### config.mk
export PLATFORM = sky130hd
export DESIGN_NAME = spi_slave_byte
export DESIGN_NICKNAME = d
export VERILOG_FILES = /design/src/rtl/spi_pkg.sv /design/src/rtl/spi_slave_sync.sv /design/src/rtl/spi_slave_byte.sv
export SDC_FILE = /design/constraint.sdc
export NUM_CORES = 1
export LEC_CHECK = 0
export CAP_MARGIN = 20
export CORE_MARGIN = 2
export CORE_UTILIZATION = 54
export CTS_BUF_LIST = sky130_fd_sc_hd__clkbuf_4 sky130_fd_sc_hd__clkbuf_8
export CTS_CLUSTER_SIZE = 30
export DETAILED_ROUTE_END_ITERATION = 10
export DONT_BUFFER_PORTS = 1
export PLACE_DENSITY = 0.74
export REMOVE_ABC_BUFFERS = 1
export SYNTH_ARGS = -nofsm -noshare
export SYNTH_HDL_FRONTEND = slang
export SYNTH_SLANG_ARGS = --single-unit
### constraint.sdc
create_clock -name sys_clk -period 3.5 [get_ports sys_clk]
set_input_delay 1.05 -clock sys_clk [delete_from_list [all_inputs] [get_ports sys_clk]]
set_output_delay 1.05 -clock sys_clk [all_outputs]
set_load 0.005 [all_outputs]
### src/rtl/spi_pkg.sv
// Shared SPI definitions: mode encodings, byte width and the responder state enum.
package spi_pkg;

  localparam int BYTE_W = 8;

  // Mode encodings are {CPOL, CPHA}.
  localparam logic [1:0] SPI_MODE0 = 2'b00;
  localparam logic [1:0] SPI_MODE1 = 2'b01;
  localparam logic [1:0] SPI_MODE2 = 2'b10;
  localparam logic [1:0] SPI_MODE3 = 2'b11;

  typedef enum logic [1:0] {
    ST_WAIT_IDLE,
    ST_IDLE,
    ST_LOAD,
    ST_SHIFT
  } slave_state_t;

endpackage

### src/rtl/spi_slave_sync.sv
// Synchronizes sclk/n_cs/mosi into sys_clk and produces single-cycle lead/trail
// and chip-select edge strobes.
module spi_slave_sync #(
  parameter bit CPOL        = 1'b0,
  parameter int SYNC_STAGES = 2
) (
  input  logic sys_clk,
  input  logic rst,
  input  logic sclk,
  input  logic n_cs,
  input  logic mosi,
  output logic lead,
  output logic trail,
  output logic cs_fall,
  output logic cs_rise,
  output logic n_cs_sync,
  output logic mosi_sync
);

  logic [SYNC_STAGES-1:0] sclk_pipe;
  logic [SYNC_STAGES-1:0] n_cs_pipe;
  logic [SYNC_STAGES-1:0] mosi_pipe;
  logic                   sclk_prev;
  logic                   n_cs_prev;
  logic                   sclk_sync;

  // n_cs resets to "selected" so a frame already in progress is never seen as a fresh fall.
  always_ff @(posedge sys_clk) begin
    if (rst) begin
      sclk_pipe <= {SYNC_STAGES{CPOL}};
      n_cs_pipe <= '0;
      mosi_pipe <= '0;
      sclk_prev <= CPOL;
      n_cs_prev <= 1'b0;
    end else begin
      sclk_pipe <= {sclk_pipe[SYNC_STAGES-2:0], sclk};
      n_cs_pipe <= {n_cs_pipe[SYNC_STAGES-2:0], n_cs};
      mosi_pipe <= {mosi_pipe[SYNC_STAGES-2:0], mosi};
      sclk_prev <= sclk_pipe[SYNC_STAGES-1];
      n_cs_prev <= n_cs_pipe[SYNC_STAGES-1];
    end
  end

  assign sclk_sync = sclk_pipe[SYNC_STAGES-1];
  assign n_cs_sync = n_cs_pipe[SYNC_STAGES-1];
  assign mosi_sync = mosi_pipe[SYNC_STAGES-1];

  assign lead    = (sclk_sync != CPOL) && (sclk_prev == CPOL);
  assign trail   = (sclk_sync == CPOL) && (sclk_prev != CPOL);
  assign cs_fall = !n_cs_sync && n_cs_prev;
  assign cs_rise = n_cs_sync && !n_cs_prev;

endmodule

### src/rtl/spi_slave_byte.sv
// SPI responder: MSB-first byte shifter with rx FIFO push and show-ahead tx FIFO pop.
// Optional frame checking is enabled by defining SPI_SLAVE_FRAME_ERR_EN.
module spi_slave_byte
  import spi_pkg::*;
#(
  parameter bit               CPOL            = 1'b0,
  parameter bit               CPHA            = 1'b0,
  parameter int               BYTES_PER_FRAME = 2,
  parameter int               SYNC_STAGES     = 2,
  parameter logic [BYTE_W-1:0] TX_FILL        = 8'h00
) (
  input  logic              sys_clk,
  input  logic              rst,
  input  logic              sclk,
  input  logic              n_cs,
  input  logic              mosi,
  output logic              miso,
  input  logic [BYTE_W-1:0] tx_data,
  input  logic              tx_empty,
  output logic              tx_rdreq,
  output logic [BYTE_W-1:0] rx_data,
  output logic              rx_wrreq,
  output logic              busy,
  output logic              frame_err
);

  slave_state_t      state;
  logic [BYTE_W-1:0] shift_in;
  logic [BYTE_W-1:0] shift_out;
  logic [2:0]        bit_cnt;
  logic              load_pending;
  logic              lead, trail, cs_fall, cs_rise, n_cs_sync, mosi_sync;
  logic              sample_edge, shift_edge;
  logic [BYTE_W-1:0] next_byte;

  spi_slave_sync #(
    .CPOL        (CPOL),
    .SYNC_STAGES (SYNC_STAGES)
  ) u_sync (
    .sys_clk   (sys_clk),
    .rst       (rst),
    .sclk      (sclk),
    .n_cs      (n_cs),
    .mosi      (mosi),
    .lead      (lead),
    .trail     (trail),
    .cs_fall   (cs_fall),
    .cs_rise   (cs_rise),
    .n_cs_sync (n_cs_sync),
    .mosi_sync (mosi_sync)
  );

  assign sample_edge = CPHA ? trail : lead;
  assign shift_edge  = CPHA ? lead : trail;
  assign next_byte   = tx_empty ? TX_FILL : tx_data;

  // shift_out always holds the bits still to be driven, so both phases shift identically.
  always_ff @(posedge sys_clk) begin
    if (rst) begin
      state        <= ST_WAIT_IDLE;
      miso         <= 1'b0;
      tx_rdreq     <= 1'b0;
      rx_data      <= '0;
      rx_wrreq     <= 1'b0;
      busy         <= 1'b0;
      shift_in     <= '0;
      shift_out    <= '0;
      bit_cnt      <= '0;
      load_pending <= 1'b0;
    end else begin
      tx_rdreq <= 1'b0;
      rx_wrreq <= 1'b0;
      case (state)
        ST_WAIT_IDLE: begin
          miso <= 1'b0;
          if (n_cs_sync) state <= ST_IDLE;
        end
        ST_IDLE: begin
          miso <= 1'b0;
          if (cs_fall) begin
            state        <= ST_LOAD;
            busy         <= 1'b1;
            bit_cnt      <= '0;
            load_pending <= 1'b0;
          end
        end
        ST_LOAD: begin
          state    <= ST_SHIFT;
          tx_rdreq <= !tx_empty;
          if (CPHA) begin
            shift_out <= next_byte;
          end else begin
            miso      <= next_byte[BYTE_W-1];
            shift_out <= {next_byte[BYTE_W-2:0], 1'b0};
          end
        end
        ST_SHIFT: begin
          if (cs_rise) begin
            state <= ST_IDLE;
            busy  <= 1'b0;
            miso  <= 1'b0;
          end else if (sample_edge) begin
            shift_in <= {shift_in[BYTE_W-2:0], mosi_sync};
            bit_cnt  <= bit_cnt + 3'd1;
            if (bit_cnt == 3'd7) begin
              rx_data      <= {shift_in[BYTE_W-2:0], mosi_sync};
              rx_wrreq     <= 1'b1;
              load_pending <= 1'b1;
            end
          end else if (shift_edge) begin
            if (load_pending) begin
              miso         <= next_byte[BYTE_W-1];
              shift_out    <= {next_byte[BYTE_W-2:0], 1'b0};
              tx_rdreq     <= !tx_empty;
              load_pending <= 1'b0;
            end else begin
              miso      <= shift_out[BYTE_W-1];
              shift_out <= {shift_out[BYTE_W-2:0], 1'b0};
            end
          end
        end
        default: state <= ST_WAIT_IDLE;
      endcase
    end
  end

`ifdef SPI_SLAVE_FRAME_ERR_EN
  localparam logic [7:0] FRAME_BYTES = BYTES_PER_FRAME[7:0];

  logic [7:0] byte_cnt;

  // Completed bytes per frame, saturating; judged against FRAME_BYTES when n_cs releases.
  always_ff @(posedge sys_clk) begin
    if (rst) begin
      byte_cnt  <= '0;
      frame_err <= 1'b0;
    end else begin
      frame_err <= 1'b0;
      if (state == ST_IDLE && cs_fall) begin
        byte_cnt <= '0;
      end else if (state == ST_SHIFT && !cs_rise && sample_edge &&
                   bit_cnt == 3'd7 && byte_cnt != 8'hFF) begin
        byte_cnt <= byte_cnt + 8'd1;
      end
      if (state == ST_SHIFT && cs_rise) begin
        frame_err <= (bit_cnt != 3'd0) || (byte_cnt != FRAME_BYTES);
      end
    end
  end
`else
  assign frame_err = 1'b0;
`endif

endmodule
Word level (Yosys, flattened, before mapping)
Cells that the tools add are included.
{"block": "totals", "input_bits": 14, "register_bits": 41, "romBits": 0, "ram_bits": 0, "memories": 0, "output_inout_bits": 13, "latchBits": 0, "elab_cells": 90}
{"block": "op_classes", "shift": 0, "add_sub_neg": 1, "div_mod_pow": 0, "n_lt_le_gt_ge": 0, "eq_ne": 15, "n_reduce_logical": 20, "n_mul": 0, "n_bitwise": 5, "muxes": 34}
{"op": "$mux 8", "count": 5}
{"op": "$mux 1", "count": 16}
{"op": "$pmux 8 s2", "count": 1}
{"op": "$ne 2x2->1 const B", "count": 6}
{"op": "$ne 3x3->1 const B", "count": 4}
{"op": "$reduce_and 4->1", "count": 3}
{"op": "$mux 3", "count": 3}
{"op": "$reduce_and 3->1", "count": 3}
{"op": "$pmux 2 s4", "count": 1}
{"op": "$mux 2", "count": 3}
{"op": "$pmux 1 s2", "count": 3}
{"op": "$pmux 3 s2", "count": 1}
{"op": "$not 1->1", "count": 5}
{"op": "$reduce_and 5->1", "count": 1}
{"op": "$eq 2x2->1 const B", "count": 2}
{"op": "$logic_and 1x1->1", "count": 4}
{"op": "$reduce_bool 2->1", "count": 2}
{"op": "$reduce_or 4->1", "count": 1}
{"op": "$add 3x1->3 const B", "count": 1}
{"op": "$eq 3x3->1 const B", "count": 1}
{"op": "$logic_not 1->1", "count": 3}
{"op": "$pmux 1 s3", "count": 1}
{"op": "$eq 2x1->1 const B", "count": 1}
{"op": "$logic_not 2->1", "count": 1}
{"op": "3 further kinds", "count": 3}

Logic depth before layout (Yosys ltp)
{"block": "logic_depth", "word_depth": 6, "ltp_mapped": 7, "mapped_depth_nobuf": 6}

Modules after synthesis
From an unflattened synthesis, not the netlist that was laid out.
{"block": "hier_totals", "hier_cells": 191, "area_unflattened_um2": 1780.5}
{"module": "spi_slave_byte", "seq_area_each_um2": 640.6, "cells_each": 171, "instances": 1, "area_each_um2": 1545.2}
{"module": "spi_slave_sync", "seq_area_each_um2": 160.2, "cells_each": 20, "instances": 1, "area_each_um2": 235.2}

Worst setup path before layout
Ideal clock, no wire load.
{"block": "synth_timing", "kind": "input -> register", "from": "input port rst", "to": "register miso", "path_buffers": 2, "setup_ns": 0.139, "stages": 3, "arrival_time_ns": 1.697, "required_time_ns": 3.361, "setup_slack_ns": 1.664, "cell_sequence": "clkbuf_1 -> clkbuf_1 -> a211oi_1"}
{"item": "start: declaration", "line": "spi_slave_byte.sv:13", "rtl": "input logic rst,"}
{"item": "end signal: assignment", "line": "spi_slave_byte.sv:93", "rtl": "miso <= next_byte[BYTE_W-1];"}
{"item": "end signal: assignment", "line": "spi_slave_byte.sv:112", "rtl": "miso <= next_byte[BYTE_W-1];"}
{"item": "end signal: assignment", "line": "spi_slave_byte.sv:117", "rtl": "miso <= shift_out[BYTE_W-1];"}
{"item": "end: declaration", "line": "spi_slave_byte.sv:17", "rtl": "output logic miso,"}
No word-level cell between the ends.

Worst setup path after layout
{"block": "layout_timing", "from": "register state[1]", "to": "register shift_out[3]"}
{"block": "layout_via", "elab_chain_len": 3, "elab_cells_between_ends": 8, "cone_classes": "eq/ne (5); mux (1); reduce/logical (2)"}
{"item": "start: declaration", "line": "spi_slave_byte.sv:27", "rtl": "slave_state_t state;"}
{"item": "start signal: assignment", "line": "spi_slave_byte.sv:60", "rtl": "state <= ST_WAIT_IDLE;"}
{"item": "start signal: assignment", "line": "spi_slave_byte.sv:76", "rtl": "if (n_cs_sync) state <= ST_IDLE;"}
{"item": "start signal: assignment", "line": "spi_slave_byte.sv:81", "rtl": "state <= ST_LOAD;"}
{"item": "$eq 2x2->1", "line": "spi_slave_byte.sv:73", "rtl": "case (state)"}
{"item": "$ne 2x2->1 (no source line) or $reduce_bool 2->1 (tied branches)"}
{"item": "$reduce_and 4->1 (no source line)"}
{"item": "end signal: assignment", "line": "spi_slave_byte.sv:91", "rtl": "shift_out <= next_byte;"}
{"item": "end signal: assignment", "line": "spi_slave_byte.sv:94", "rtl": "shift_out <= {next_byte[BYTE_W-2:0], 1'b0};"}
{"item": "end signal: assignment", "line": "spi_slave_byte.sv:113", "rtl": "shift_out <= {next_byte[BYTE_W-2:0], 1'b0};"}
{"item": "end: declaration", "line": "spi_slave_byte.sv:29", "rtl": "logic [BYTE_W-1:0] shift_out;"}
Parallel ways exist; a longest one is shown, timed or not.
A chain may end at the register's enable or synchronous reset.

==> flow_summary.yaml <==
run_status:
  status: "finished clean"
setup_path:
  cp.arrival_ns: 2.22
  cp-start-kind: "flip-flop"
  critPathMaxFanout: 13
  cp-end-kind: "flip-flop"
  critPathKind: "flip-flop to flip-flop"
  critPathSlowestCell: "o32ai_4"
  crit_required_ns: 3.78
  cpLargestDelayFamily: "compound AO/OA/AOI/OAI gates"
  worstPathCellList: "ha_1 > nand2_1 > o32ai_4 > nor2_1 > a211oi_2"
  critPathBufInv: 0
  crit_path_max_incr_delay_ns: 0.54
yosys:
  yosys.area_share.simple: 0.212
  synth-compound-area-share: 0.139
  ys_seq_area_frac: 0.431
  synthMuxAreaShare: 0.0984
  synth_adder_area_share: 0.0674
  yosys.area_share.xor_xnor: 0
  synth_edf_count: 0
  synth_top_family_by_area: "simple AND/OR/NAND/NOR gates"
  ys_ff_latch: 40
  yosysUniqueCellTypes: 37
  netlist_top_cells_count: "dfxtp_1, nor2_1, nor2b_1, mux2i_1, nand2_1"
  synth_area_um2: 1860
  synth_area_per_cell_um2: 9.52
  yosysMostFrequentCell: "dfxtp_1"
  synth_area_leader_cell: "dfxtp_1"
  synth.area.top_cells: "dfxtp_1, mux2i_1, ha_1"
  async_flop_share: 0
  synth_flop_cell: "dfxtp_1"
  synth.top_cell.area_share: 0.431
  synth_cells: 195
  ys_warn_count: 0
clock_tree:
  cts-root-buf: "clkbuf_4"
  cts_setup_buffers: 0
  hold_buffers: 0
  clkLatencyLatePin_ns: 0.35
  clockBufferDepth: 2
  cts.sink_count: 40
  htree_levels: 2
  cts_resized: 0
  cts_made_buffers: 5
  clk_pin_slew_worst_paths_ns: 0.11
  tritoncts: "yes"
placement:
  routabilityCongestion: 0.802
  dpl_cell_area_um2: 1850
  dp_hpwl_um: 2180
  io_buffers: 0
floorplanning:
  fp.dieW_um: 62.6
  core_um2: 3310
  initial_core_util: 0.561
  die_area_um2: 3920
  row_count: 21
  io_pins: 27
  die_h_um: 62.6
detailed_routing:
  wl_um: 3040
  first_iter_violations: 29
  drt-pass1-iter-count: 4
  via_per_inst: 5.31
  wl_per_cell_um: 12.8
  ant_nets: 0
  drc: 0
  vias: 1259
cells_and_area:
  fin_util: 0.574
  final_area_um2: 1900
  finalNetCount: 215
  area_growth_pct: 2.29
  diodes: 0
  fillers: 305
  drive_gt1_frac: 0.0890
sta:
  clock_skew_ns: 0.0159
  slew_headroom: 0.597
  tns_ns: 0
  setup_viol: 0
  rsz0062_at_grt: "no"
  hold_viol: 0
  worstMarginPinSlew_ns: 0.604
  period_minus_slack_ns: 1.94
  timing.fmax_mhz: 515
  timing.hold.ws_ns: 0.450
  min_period_over_period: 0.555
  report.final.slew_viol_count: 0
grt:
  grt_max_degree: 41
  grt_pass1_wl_um: 5380
  grt_pass1_vias: 1296
  grt-ovfl-total: 0
  grt.total_usage: 0.173
  antenna_found_initial: 0
min_path:
  hold_class: "flip-flop to flip-flop"
power:
  p_leak_nw: 0.699
  power_w: 0.000895
  p_clk_frac: 0.245
  swShare: 0.288
  combPwrFrac: 0.188
  p_per_area_nw_per_um2: 471
  seqPwrFrac: 0.568
  intPower_w: 0.000637
  ir_worst_vdd_v: 0.000338
  p_switching_w: 0.000258
job:
  cap_viol_max_count: 0
[placed cells by master, fill, tap and decap left out, drive strengths merged]
| cell type | n |
|---|---|
| a32o | 1 |
| nand4 | 1 |
| nor3 | 3 |
| clkinvlp | 1 |
| and3b | 1 |
| o32ai | 1 |
| nor2 | 21 |
| dfxtp | 40 |
| conb | 1 |
| a22o | 2 |
| nand2 | 15 |
| a211oi | 7 |
| o21ai | 2 |
| nand3b | 1 |
| o21a | 1 |
| inv | 7 |
| o2111ai | 1 |
| mux2i | 16 |
| a2bb2oi | 2 |
| a41oi | 1 |
| and2b | 1 |
| nand2b | 5 |
| nand3 | 8 |
| a21o | 1 |
| clkbuf | 5 |
| mux2 | 2 |
| ha | 10 |
| nor2b | 20 |
| clkinv | 1 |
| a21oi | 13 |
[registers in the layout, indices dropped and copies added, names as in the netlist, 2 cells and up]
register	flops
shift_in	7
shift_out	7
bit_cnt	3
rx_data	8
u_sync.sclk_pipe	2
u_sync.mosi_pipe	2
state	2
u_sync.n_cs_pipe	2
[area by class of cell]
type | count | area, um2 | share of cell area
Inverter | 7 | 26.3 | 0.0138
Clock inverter | 2 | 12.5 | 0.00659
Clock buffer | 5 | 37.5 | 0.0198
Tap cell | 46 | 57.6 | 0.0303
Multi-Input combinational cell | 137 | 965 | 0.508
Sequential cell | 40 | 801 | 0.422
[per-stage QoR]
stage	worst slack [ns]	std cells
2_1_floorplan	1.78	184
3_3_place_gp	1.65	230
3_5_place_dp	1.56	230
4_1_cts	1.55	237
5_1_grt	1.42	237
6_report	1.56	237
[metal layers]
layer,routed length (um),vias to the layer above,track usage,part of all wire
met1,1400,566,0.207,0.46
met4,52,0,0.0861,0.017
met2,1440,36,0.290,0.47
met3,145,5,0.0396,0.048
li1,-,652,-,-
met5,0,-,0,0
[power groups by stage]
stage / clock network [W] / registers [W] / logic, W
5_1_grt: 0.000244 / 0.000512 / 0.000190
6_report: 0.000219 / 0.000508 / 0.000168
3_5_place_dp: 0 / 0.000518 / 0.000168
3_3_place_gp: 0 / 0.000516 / 0.000157
2_1_floorplan: 0 / 0.000512 / 0.000143
4_1_cts: 0.000228 / 0.000508 / 0.000169
[final timing paths]
kind | cells past startpoint | start | to | slack, ns
worst max-delay path | 5 | state[1] | shift_out[3] | 1.56
worst max register to register | 5 | state[1] | shift_out[3] | 1.56
worst min register to register | 1 | u_sync.mosi_pipe[0] | u_sync.mosi_pipe[1] | 0.45
worst min-delay path | 1 | u_sync.mosi_pipe[0] | u_sync.mosi_pipe[1] | 0.45
[logic make-up after synthesis]
logic type / Yosys count
buffers and inverters: 18
flip-flops: 40
AND/OR/NAND/NOR: 76
multiplexers: 18
AO/OA/AOI/OAI: 32
adder cells (fa/ha/maj): 10
other: 1
No activity file was read; power rests on OpenSTA's default activity.
